$ cat src/rtl/uart_tx_arbiter_if.sv
// Requester-side and transmitter-side signals of the UART transmit arbiter.
// slave is the arbiter's view; master is the view of the requesters and transmitter.
interface uart_tx_arbiter_if #(
   parameter int unsigned NUM_REQ = 4,
   parameter int unsigned DATA_W  = 8
);
   localparam int unsigned ID_W = $clog2(NUM_REQ);

   logic [NUM_REQ-1:0]        req_valid;
   logic [NUM_REQ*DATA_W-1:0] req_data;
   logic [NUM_REQ-1:0]        req_last;
   logic [NUM_REQ-1:0]        req_ready;
   logic                      tx_start;
   logic [DATA_W-1:0]         tx_data;
   logic                      tx_busy;
   logic                      tx_done;
   logic                      grant_valid;
   logic [ID_W-1:0]           grant_id;
   logic                      err_timeout;

   modport slave (
      input  req_valid, req_data, req_last, tx_busy, tx_done,
      output req_ready, tx_start, tx_data, grant_valid, grant_id, err_timeout
   );

   modport master (
      output req_valid, req_data, req_last, tx_busy, tx_done,
      input  req_ready, tx_start, tx_data, grant_valid, grant_id, err_timeout
   );
endinterface

$ cat src/rtl/uart_tx_arbiter.sv
// Round-robin arbiter sharing one UART transmitter among NUM_REQ byte producers, with a done watchdog.
// Optional message lock (grant held until a req_last byte completes) is enabled by UART_ARB_LOCK_EN.
module uart_tx_arbiter #(
   parameter int unsigned NUM_REQ     = 4,
   parameter int unsigned DATA_W      = 8,
   parameter int unsigned TIMEOUT_CYC = 200000
) (
   input  logic              clk,
   input  logic              rst,
   uart_tx_arbiter_if.slave  bus
);
   localparam int unsigned     ID_W     = $clog2(NUM_REQ);
   localparam int unsigned     WD_W     = $clog2(TIMEOUT_CYC);
   localparam logic [WD_W-1:0] WD_LIMIT = WD_W'(TIMEOUT_CYC - 1);
   localparam logic [WD_W-1:0] WD_MAX   = '1;
   localparam logic [ID_W-1:0] PTR_RST  = ID_W'(NUM_REQ - 1);

   typedef enum logic [1:0] {
      IDLE      = 2'd0,
      LAUNCH    = 2'd1,
`ifdef UART_ARB_LOCK_EN
      HOLD      = 2'd3,
`endif
      WAIT_DONE = 2'd2
   } state_e;

   state_e            state_q, state_d;
   logic [ID_W-1:0]   last_ptr_q, last_ptr_d;
   logic              tx_start_q, tx_start_d;
   logic [DATA_W-1:0] tx_data_q, tx_data_d;
   logic              grant_valid_q, grant_valid_d;
   logic [ID_W-1:0]   grant_id_q, grant_id_d;
   logic              err_timeout_q, err_timeout_d;
   logic [WD_W-1:0]   wdog_q, wdog_d;
`ifdef UART_ARB_LOCK_EN
   logic              last_q, last_d;
`endif

   int unsigned       scan_idx;
   logic              win_found;
   logic [ID_W-1:0]   win_idx;
   logic [ID_W-1:0]   sel_id;
   logic [NUM_REQ-1:0] ready_c;
   logic              accept;
   logic [DATA_W-1:0] sel_data;
   logic              sel_last;
   logic              wd_expired;

   // Rotating-priority scan starting just after the previous owner
   always_comb begin
      win_found = 1'b0;
      win_idx   = '0;
      scan_idx  = 0;
      for (int unsigned k = 1; k <= NUM_REQ; k++) begin
         scan_idx = (32'(last_ptr_q) + k) % NUM_REQ;
         if (!win_found && bus.req_valid[ID_W'(scan_idx)]) begin
            win_found = 1'b1;
            win_idx   = ID_W'(scan_idx);
         end
      end
   end

   // One-hot accept; a locked owner is the only candidate while holding
   always_comb begin
      ready_c = '0;
      sel_id  = win_idx;
`ifdef UART_ARB_LOCK_EN
      if (state_q == HOLD) sel_id = grant_id_q;
`endif
      if (rst && !bus.tx_busy) begin
         if (state_q == IDLE && win_found) ready_c[win_idx] = 1'b1;
`ifdef UART_ARB_LOCK_EN
         else if (state_q == HOLD) ready_c[grant_id_q] = bus.req_valid[grant_id_q];
`endif
      end
   end

   always_comb begin
      sel_data = '0;
      sel_last = 1'b0;
      for (int unsigned i = 0; i < NUM_REQ; i++) begin
         if (sel_id == ID_W'(i)) begin
            sel_data = bus.req_data[i*DATA_W +: DATA_W];
            sel_last = bus.req_last[i];
         end
      end
   end

   assign accept     = |(ready_c & bus.req_valid);
   assign wd_expired = (wdog_q == WD_LIMIT);

   always_comb begin
      state_d       = state_q;
      last_ptr_d    = last_ptr_q;
      tx_start_d    = 1'b0;
      tx_data_d     = tx_data_q;
      grant_valid_d = grant_valid_q;
      grant_id_d    = grant_id_q;
      err_timeout_d = 1'b0;
      wdog_d        = wdog_q;
`ifdef UART_ARB_LOCK_EN
      last_d        = last_q;
`endif
      case (state_q)
         IDLE: begin
            if (accept) begin
               tx_data_d     = sel_data;
               grant_id_d    = sel_id;
               grant_valid_d = 1'b1;
               tx_start_d    = 1'b1;
               state_d       = LAUNCH;
`ifdef UART_ARB_LOCK_EN
               last_d        = sel_last;
`endif
            end
         end
         LAUNCH: begin
            wdog_d  = '0;
            state_d = WAIT_DONE;
         end
         WAIT_DONE: begin
            if (wdog_q != WD_MAX) wdog_d = wdog_q + WD_W'(1);
            // A done pulse on the expiry cycle still counts as success
            if (bus.tx_done) begin
               last_ptr_d = grant_id_q;
`ifdef UART_ARB_LOCK_EN
               if (last_q) begin
                  grant_valid_d = 1'b0;
                  state_d       = IDLE;
               end else begin
                  wdog_d  = '0;
                  state_d = HOLD;
               end
`else
               grant_valid_d = 1'b0;
               state_d       = IDLE;
`endif
            end else if (wd_expired) begin
               err_timeout_d = 1'b1;
               last_ptr_d    = grant_id_q;
               grant_valid_d = 1'b0;
               state_d       = IDLE;
            end
         end
`ifdef UART_ARB_LOCK_EN
         HOLD: begin
            if (wdog_q != WD_MAX) wdog_d = wdog_q + WD_W'(1);
            if (accept) begin
               tx_data_d  = sel_data;
               last_d     = sel_last;
               tx_start_d = 1'b1;
               state_d    = LAUNCH;
            end else if (wd_expired) begin
               err_timeout_d = 1'b1;
               grant_valid_d = 1'b0;
               state_d       = IDLE;
            end
         end
`endif
         default: state_d = IDLE;
      endcase
   end

   always_ff @(posedge clk or negedge rst) begin
      if (!rst) begin
         state_q       <= IDLE;
         last_ptr_q    <= PTR_RST;
         tx_start_q    <= 1'b0;
         tx_data_q     <= '0;
         grant_valid_q <= 1'b0;
         grant_id_q    <= '0;
         err_timeout_q <= 1'b0;
         wdog_q        <= '0;
`ifdef UART_ARB_LOCK_EN
         last_q        <= 1'b0;
`endif
      end else begin
         state_q       <= state_d;
         last_ptr_q    <= last_ptr_d;
         tx_start_q    <= tx_start_d;
         tx_data_q     <= tx_data_d;
         grant_valid_q <= grant_valid_d;
         grant_id_q    <= grant_id_d;
         err_timeout_q <= err_timeout_d;
         wdog_q        <= wdog_d;
`ifdef UART_ARB_LOCK_EN
         last_q        <= last_d;
`endif
      end
   end

   assign bus.req_ready   = ready_c;
   assign bus.tx_start    = tx_start_q;
   assign bus.tx_data     = tx_data_q;
   assign bus.grant_valid = grant_valid_q;
   assign bus.grant_id    = grant_id_q;
   assign bus.err_timeout = err_timeout_q;
endmodule

$ cat src/flat_wrapper.sv
// flat-port wrapper written by rule: the top's interface ports become plain ports
module uart_tx_arbiter_flat 
#(
   parameter int unsigned NUM_REQ     = 4,
   parameter int unsigned DATA_W      = 8,
   parameter int unsigned TIMEOUT_CYC = 200000
)
  (clk, rst, bus_req_valid, bus_req_data, bus_req_last, bus_tx_busy, bus_tx_done, bus_req_ready, bus_tx_start, bus_tx_data, bus_grant_valid, bus_grant_id, bus_err_timeout);
  uart_tx_arbiter_if #(.NUM_REQ(NUM_REQ), .DATA_W(DATA_W)) bus_i ();
  input  logic clk;
  input  logic rst;
  input wire logic [$bits(bus_i.req_valid)-1:0] bus_req_valid;
  input wire logic [$bits(bus_i.req_data)-1:0] bus_req_data;
  input wire logic [$bits(bus_i.req_last)-1:0] bus_req_last;
  input wire logic [$bits(bus_i.tx_busy)-1:0] bus_tx_busy;
  input wire logic [$bits(bus_i.tx_done)-1:0] bus_tx_done;
  output wire logic [$bits(bus_i.req_ready)-1:0] bus_req_ready;
  output wire logic [$bits(bus_i.tx_start)-1:0] bus_tx_start;
  output wire logic [$bits(bus_i.tx_data)-1:0] bus_tx_data;
  output wire logic [$bits(bus_i.grant_valid)-1:0] bus_grant_valid;
  output wire logic [$bits(bus_i.grant_id)-1:0] bus_grant_id;
  output wire logic [$bits(bus_i.err_timeout)-1:0] bus_err_timeout;
  assign bus_i.req_valid = bus_req_valid;
  assign bus_i.req_data = bus_req_data;
  assign bus_i.req_last = bus_req_last;
  assign bus_i.tx_busy = bus_tx_busy;
  assign bus_i.tx_done = bus_tx_done;
  assign bus_req_ready = bus_i.req_ready;
  assign bus_tx_start = bus_i.tx_start;
  assign bus_tx_data = bus_i.tx_data;
  assign bus_grant_valid = bus_i.grant_valid;
  assign bus_grant_id = bus_i.grant_id;
  assign bus_err_timeout = bus_i.err_timeout;
  uart_tx_arbiter #(.NUM_REQ(NUM_REQ), .DATA_W(DATA_W), .TIMEOUT_CYC(TIMEOUT_CYC)) u_core (.clk(clk), .rst(rst), .bus(bus_i));
endmodule
$ cat config.mk
export PLATFORM = sky130hd
export DESIGN_NAME = uart_tx_arbiter_flat
export DESIGN_NICKNAME = d
export VERILOG_FILES = /design/src/rtl/uart_tx_arbiter_if.sv /design/src/rtl/uart_tx_arbiter.sv /design/src/flat_wrapper.sv
export SDC_FILE = /design/constraint.sdc
export NUM_CORES = 1
export LEC_CHECK = 0
export CAP_MARGIN = 20
export CORE_MARGIN = 5
export CORE_UTILIZATION = 47
export DETAILED_ROUTE_END_ITERATION = 8
export PLACE_DENSITY_LB_ADDON = 0.12
export SYNTH_ARGS = -nofsm -noshare
export SYNTH_HDL_FRONTEND = slang
export SYNTH_SLANG_ARGS = --single-unit
$ cat constraint.sdc
create_clock -name clk -period 2.7 [get_ports clk]
set_clock_uncertainty 0.05 [all_clocks]
set_input_delay 0.54 -clock clk [delete_from_list [all_inputs] [get_ports clk]]
set_output_delay 0.54 -clock clk [all_outputs]
set_load 0.01 [all_outputs]
**After elaboration in Yosys (flattened, before gate mapping)**

Cells that the tools add are included.
W data, S select, Z words.

- Register bits after elaboration: 35
- Bits of input ports: 44
- Output and inout bits: 17
- Word-level logic and storage cells: 92

- Add/subtract/negate cells: 5
- Order comparisons: 6
- Equal/unequal tests: 10
- Muxes and demuxes: 41
- Bitwise logic cells: 1
- Reduce and logical (&&, ||, !) cells: 21

Operators by type and width:

| kind | count |
|---|---|
| $pmux W18 S2 | 1 |
| $mux W8 | 4 |
| $add A18 B1 Y18 const B | 1 |
| $eq A18 B18 Y1 const B | 1 |
| $mux W18 | 1 |
| $mux W2 | 9 |
| $ne A18 B18 Y1 const B | 1 |
| $mux W1 | 17 |
| $lt A2 B3 Y1 const B | 5 |
| $bmux W1 S2 | 4 |
| $mux W4 | 2 |
| $reduce_and A2 Y1 | 4 |
| $eq A2 B2 Y1 const B | 3 |
| $logic_and A1 B1 Y1 | 6 |
| $pmux W2 S3 | 1 |
| $reduce_bool A2 Y1 | 3 |
| $add A2 B1 Y2 const B | 2 |
| $add A2 B2 Y2 const B | 2 |
| $and A4 B4 Y4 | 1 |
| $eq A2 B1 Y1 const B | 2 |
| $logic_not A1 Y1 | 4 |
| $logic_not A2 Y1 | 2 |
| $ne A2 B1 Y1 const B | 2 |
| $reduce_or A4 Y1 | 1 |
| other kinds (5) | 5 |

**Longest topological paths before layout**

- Depth after elaboration: 23
- Mapped depth: 8
- Gate-level depth less buffers: 6

**Least setup slack after synthesis**

OpenSTA, ideal clock, no wires.

- Path kind: input -> output
- From: input bus_req_valid[2]
- To: output bus_req_ready[0]
- Arrival: 1.778 ns
- Data required time: 2.110 ns
- Path slack: 0.332 ns
- Cell stages on the path: 6
- Path through: or2_2 > o31ai_2 > inv_1 > buf_4 > buf_4 > and3_1

- Longest elaborated chain between the ends: 18
- Elaborated cells between the ends (all ways): 30

RTL lines:

| what | line | text |
|---|---|---|
| start, declared | flat_wrapper.sv:12 | `input wire logic [$bits(bus_i.req_valid)-1:0] bus_req_valid;` |
| $bmux W1 S2 | uart_tx_arbiter.sv:56 | `if (!win_found && bus.req_valid[ID_W'(scan_idx)]) begin` |
| $mux W1 (implied by the code) | uart_tx_arbiter.sv:56 |  |
| $mux W1 | uart_tx_arbiter.sv:56 |  |
| $logic_not A1 Y1 | uart_tx_arbiter.sv:56 |  |
| $logic_and A1 B1 Y1 | uart_tx_arbiter.sv:56 |  |
| $mux W1 | uart_tx_arbiter.sv:56 |  |
| $logic_not A1 Y1 | uart_tx_arbiter.sv:56 |  |
| $logic_and A1 B1 Y1 | uart_tx_arbiter.sv:56 |  |
| (+2 left out) | n/a |  |
| $logic_and A1 B1 Y1 | uart_tx_arbiter.sv:56 |  |
| $mux W2 | uart_tx_arbiter.sv:56 |  |
| $lt A2 B3 Y1 (implied by the code) / $ge A2 B1 Y1 (equally long branches) | uart_tx_arbiter.sv:71 | `if (state_q == IDLE && win_found) ready_c[win_idx] = 1'b1;` |
| $logic_and A1 B1 Y1 (implied by the code) | uart_tx_arbiter.sv:71 |  |
| $mux W1 (implied by the code) | uart_tx_arbiter.sv:71 |  |
| $demux W1 S2 | n/a |  |
| $mux W4 * | uart_tx_arbiter.sv:71 |  |
| $mux W4 * | uart_tx_arbiter.sv:70 | `if (rst && !bus.tx_busy) begin` |
| end, declared | flat_wrapper.sv:17 | `output wire logic [$bits(bus_i.req_ready)-1:0] bus_req_ready;` |

Every way passes the cells marked *; elsewhere a longest branch is shown, timed or not. The select of a mux whose other input is x is not followed.

**Worst setup path after layout**

- From: input bus_req_valid[3]
- To: output bus_req_ready[2]

The elaborated chain is that of the path after synthesis.

==> flow_summary_export.csv <==
group,metric,value,unit
outcome,status,"complete, no violations",
clock_tree,clockBufferDepth,2,
global_routing,grt_max_degree,36,
timing,hold_viol,0,
synth,synth_top_family_by_area,"simple AND/OR/NAND/NOR gates",
global_routing,grtUsageMet2,30.1,%
global_routing,grt_pass1_wl,9330,um
synth,synth_warnings,0,
power_and_ir_drop,ir_worst_vdd,0.471,mV
clock_tree,clock_latency,290,ps
synth,synth.avg_cell_area,9.41,um2
floorplan,initial_core_util,48.2,%
floorplan,die_area,5900,um2
synth,ys_seq_area_share,41.9,%
finish,fin_cells,349,
synth,synthTopCellsByCount,"dfrtp_1, nand2_1, nand3_1",
finish,n_antenna_cell,0,
setup_path,r2r-end,"u_core.last_ptr_q[1]$_DFFE_PN1P_",
setup_path,critPathRequiredTime,2110,ps
synth,muxShareOfSynthArea,12.9,%
power_and_ir_drop,powerDensity,695,nW/um2
global_routing,antenna_found_initial,0,
synth,async_flop_share,100,%
timing,relSlewSlack,61.2,%
timing,grt_setup_unrepaired,"false",
clock_tree,htreeDepth,2,
synth,yosysUniqueCellTypes,44,
global_routing,grt_pass1_vias,1811,
synth,synth_area,2100,um2
clock_tree,cts_sinks,35,
worst_hold_path,hp-class,"in -> async",
routing,dr.pass1.iters,5,
clock_tree,cts_inserted_buffers,5,
place,place_congestion,0.867,
timing,tightest_slew,583,ps
setup_path,cp_max_fo,5,
synth,synth-xor-area-share,0.417,%
synth,synth_compound_area_share,13.2,%
synth,netlist_top_cells_area,"dfrtp_1, mux2i_1, nand2_1",
power_and_ir_drop,power.total,2.07,mW
floorplan,placementRows,24,
floorplan,coreArea,4350,um2
routing,via_count,2000,
finish,seqCellArea,878,um2
floorplan,io_pins,61,
global_routing,busiest_layer,"met2",
place,dp_cells,340,
clock_tree,cts.clk_slew.worst_paths,80,ps
setup_path,reg2reg_from,"u_core.wdog_q[0]$_DFFE_PN0P_",
routing,wl,5710,um
routing,drc,0,
floorplan,die_x,76.8,um
finish,layout-drive-gt1-share,21.2,%
finish,nFillCells,350,
timing,drv_slew,0,
global_routing,grt_overflow,0,
setup_path,rr_worst_depth,6,
timing,finalCritPeriodShare,94.4,%
synth,yosysTopAreaCell,"dfrtp_1",
floorplan,die_h,76.8,um
synth,synth-simple-area-share,27.6,%
global_routing,use_met3,3.98,%
synth,netlist.area_leader.share,39.4,%
routing,wire_per_inst,16.4,um
setup_path,reg2reg_slack,540,ps
synth,synth-edff-count,0,
global_routing,gr-usage-all-layers,19.3,%
power_and_ir_drop,leakage,1.26,nW
timing,hold_slack,266,ps
timing,setup-violations-final,0,
setup_path,start_kind,"input pin",
place,portBuffers,56,
setup_path,setup.worst_path.class,"in -> out",
finish,fin_nets,341,
synth,synth_cells,223,
synth,ys_ff_latch,35,
synth,synth-main-ff-cell,"dfrtp_1",
timing,fin_crit,2550,ps
flow_run,cap_viol_max_count,0,
clock_tree,clockRootBuffer,"clkbuf_8",
routing,viasPerCell,5.73,
place,dpl.hpwl,4130,um
synth,syn-num-nets,268,
finish,area_delta_synth_final,42.0,%
setup_path,critPathArrivalTime,1960,ps
routing,antenna_left,0,
clock_tree,cts_tree,"yes",
synth,yosys.area_share.adder,0.596,%
timing,fmax,392,MHz
finish,multi_input_area,1190,um2
global_routing,grt_use_met1,27.7,%
setup_path,endpoint_kind,"output port",
routing,drt_iter0_markers,118,
==> layout by cell type (no fill, tap or decap), drive strengths merged, types with 4 or more instances in the layout <==
master,n
clkdlybuf4s50,49
nand2,33
dfrtp,33
nand3,24
buf,21
mux2i,14
o211ai,12
mux2,11
nor2,10
nand4,9
clkbuf,9
a21oi,6
nor2b,6
inv,6
o21ai,6
o31ai,5
nor3,4
or4,4
==> routing by layer <==
layer,vias up,share of wire [%]
li1,970,-
met1,957,45
met2,68,49
met3,5,5.5
met4,0,0.74
met5,-,0
==> critical path: stages <==
cell and delay [ps]:
clkdlybuf4s50_1 410, buf_4 140, and3b_1 180, o31ai_2 210
buf_4 160, nor2_1 40, and2_1 140, clkbuf_2 130
==> kinds of logic (layout without fill, tap and decap cells) <==
logic type               count (synthesis)  after routing
multiplexers                            25             25
buffers and inverters                   16             90
XOR/XNOR                                 1              1
AND/OR/NAND/NOR                        108            108
flip-flops                              35             35
AO/OA/AOI/OAI                           37             37
adder cells (fa/ha/maj)                  1              1
==> how the worst max path moves through the flow <==
stage	from	to	slack, ps
2_1_floorplan	bus_req_valid[2]	bus_req_ready[0]	330
3_3_place_gp	bus_req_valid[2]	bus_req_ready[0]	-230
3_5_place_dp	bus_req_valid[2]	bus_req_ready[2]	-250
4_1_cts	bus_req_valid[3]	bus_req_ready[3]	5
5_1_grt	bus_req_valid[3]	bus_req_ready[2]	50
6_report	bus_req_valid[3]	bus_req_ready[2]	150
==> state kept, by name, indices dropped and copies added (netlist names) <==
name                    cells
u_core.wdog_q              18
u_core.bus.tx_data          8
u_core.bus.grant_id         2
u_core.last_ptr_q           2
u_core.state_q              2
u_core.bus.err_timeout      1
u_core.bus.grant_valid      1
u_core.bus.tx_start         1
==> layout make-up <==
type	count	share of cell area, %
well taps	52	2.18
clock inverters	3	2.27
clock buffers	5	2.31
flip-flops and latches	35	29.5
inverters	6	0.756
multi-input cells	172	39.8
repair buffers	76	23.2
==> stage by stage <==
step	setup slack (ps)	util [%]	cell area, um2	setup TNS [ps]
floorplan	332	-	2100	0
global placement	-231	64.7	2820	-864
detailed placement	-251	64.7	2820	-944
CTS	5.03	68.2	2970	0
global route	54.2	68.4	2980	0
finish	150	68.4	2980	0
==> timing repair <==
| item | 4_1_cts | 5_1_grt |
|---|---|---|
| buffers inserted | 0 | 1 |
| hold buffers | 0 | 0 |
| pin swaps | 1 | 2 |
| resized for setup | 9 | 12 |
| endpoints found under the setup margin | 4 | 4 |
==> report_power, final <==
group	internal, mW	switching, mW
sequential	0.647	0.0989
clock	0.368	0.205
combinational	0.420	0.330
total	1.44	0.634
Power figures use the tool's default switching activity.
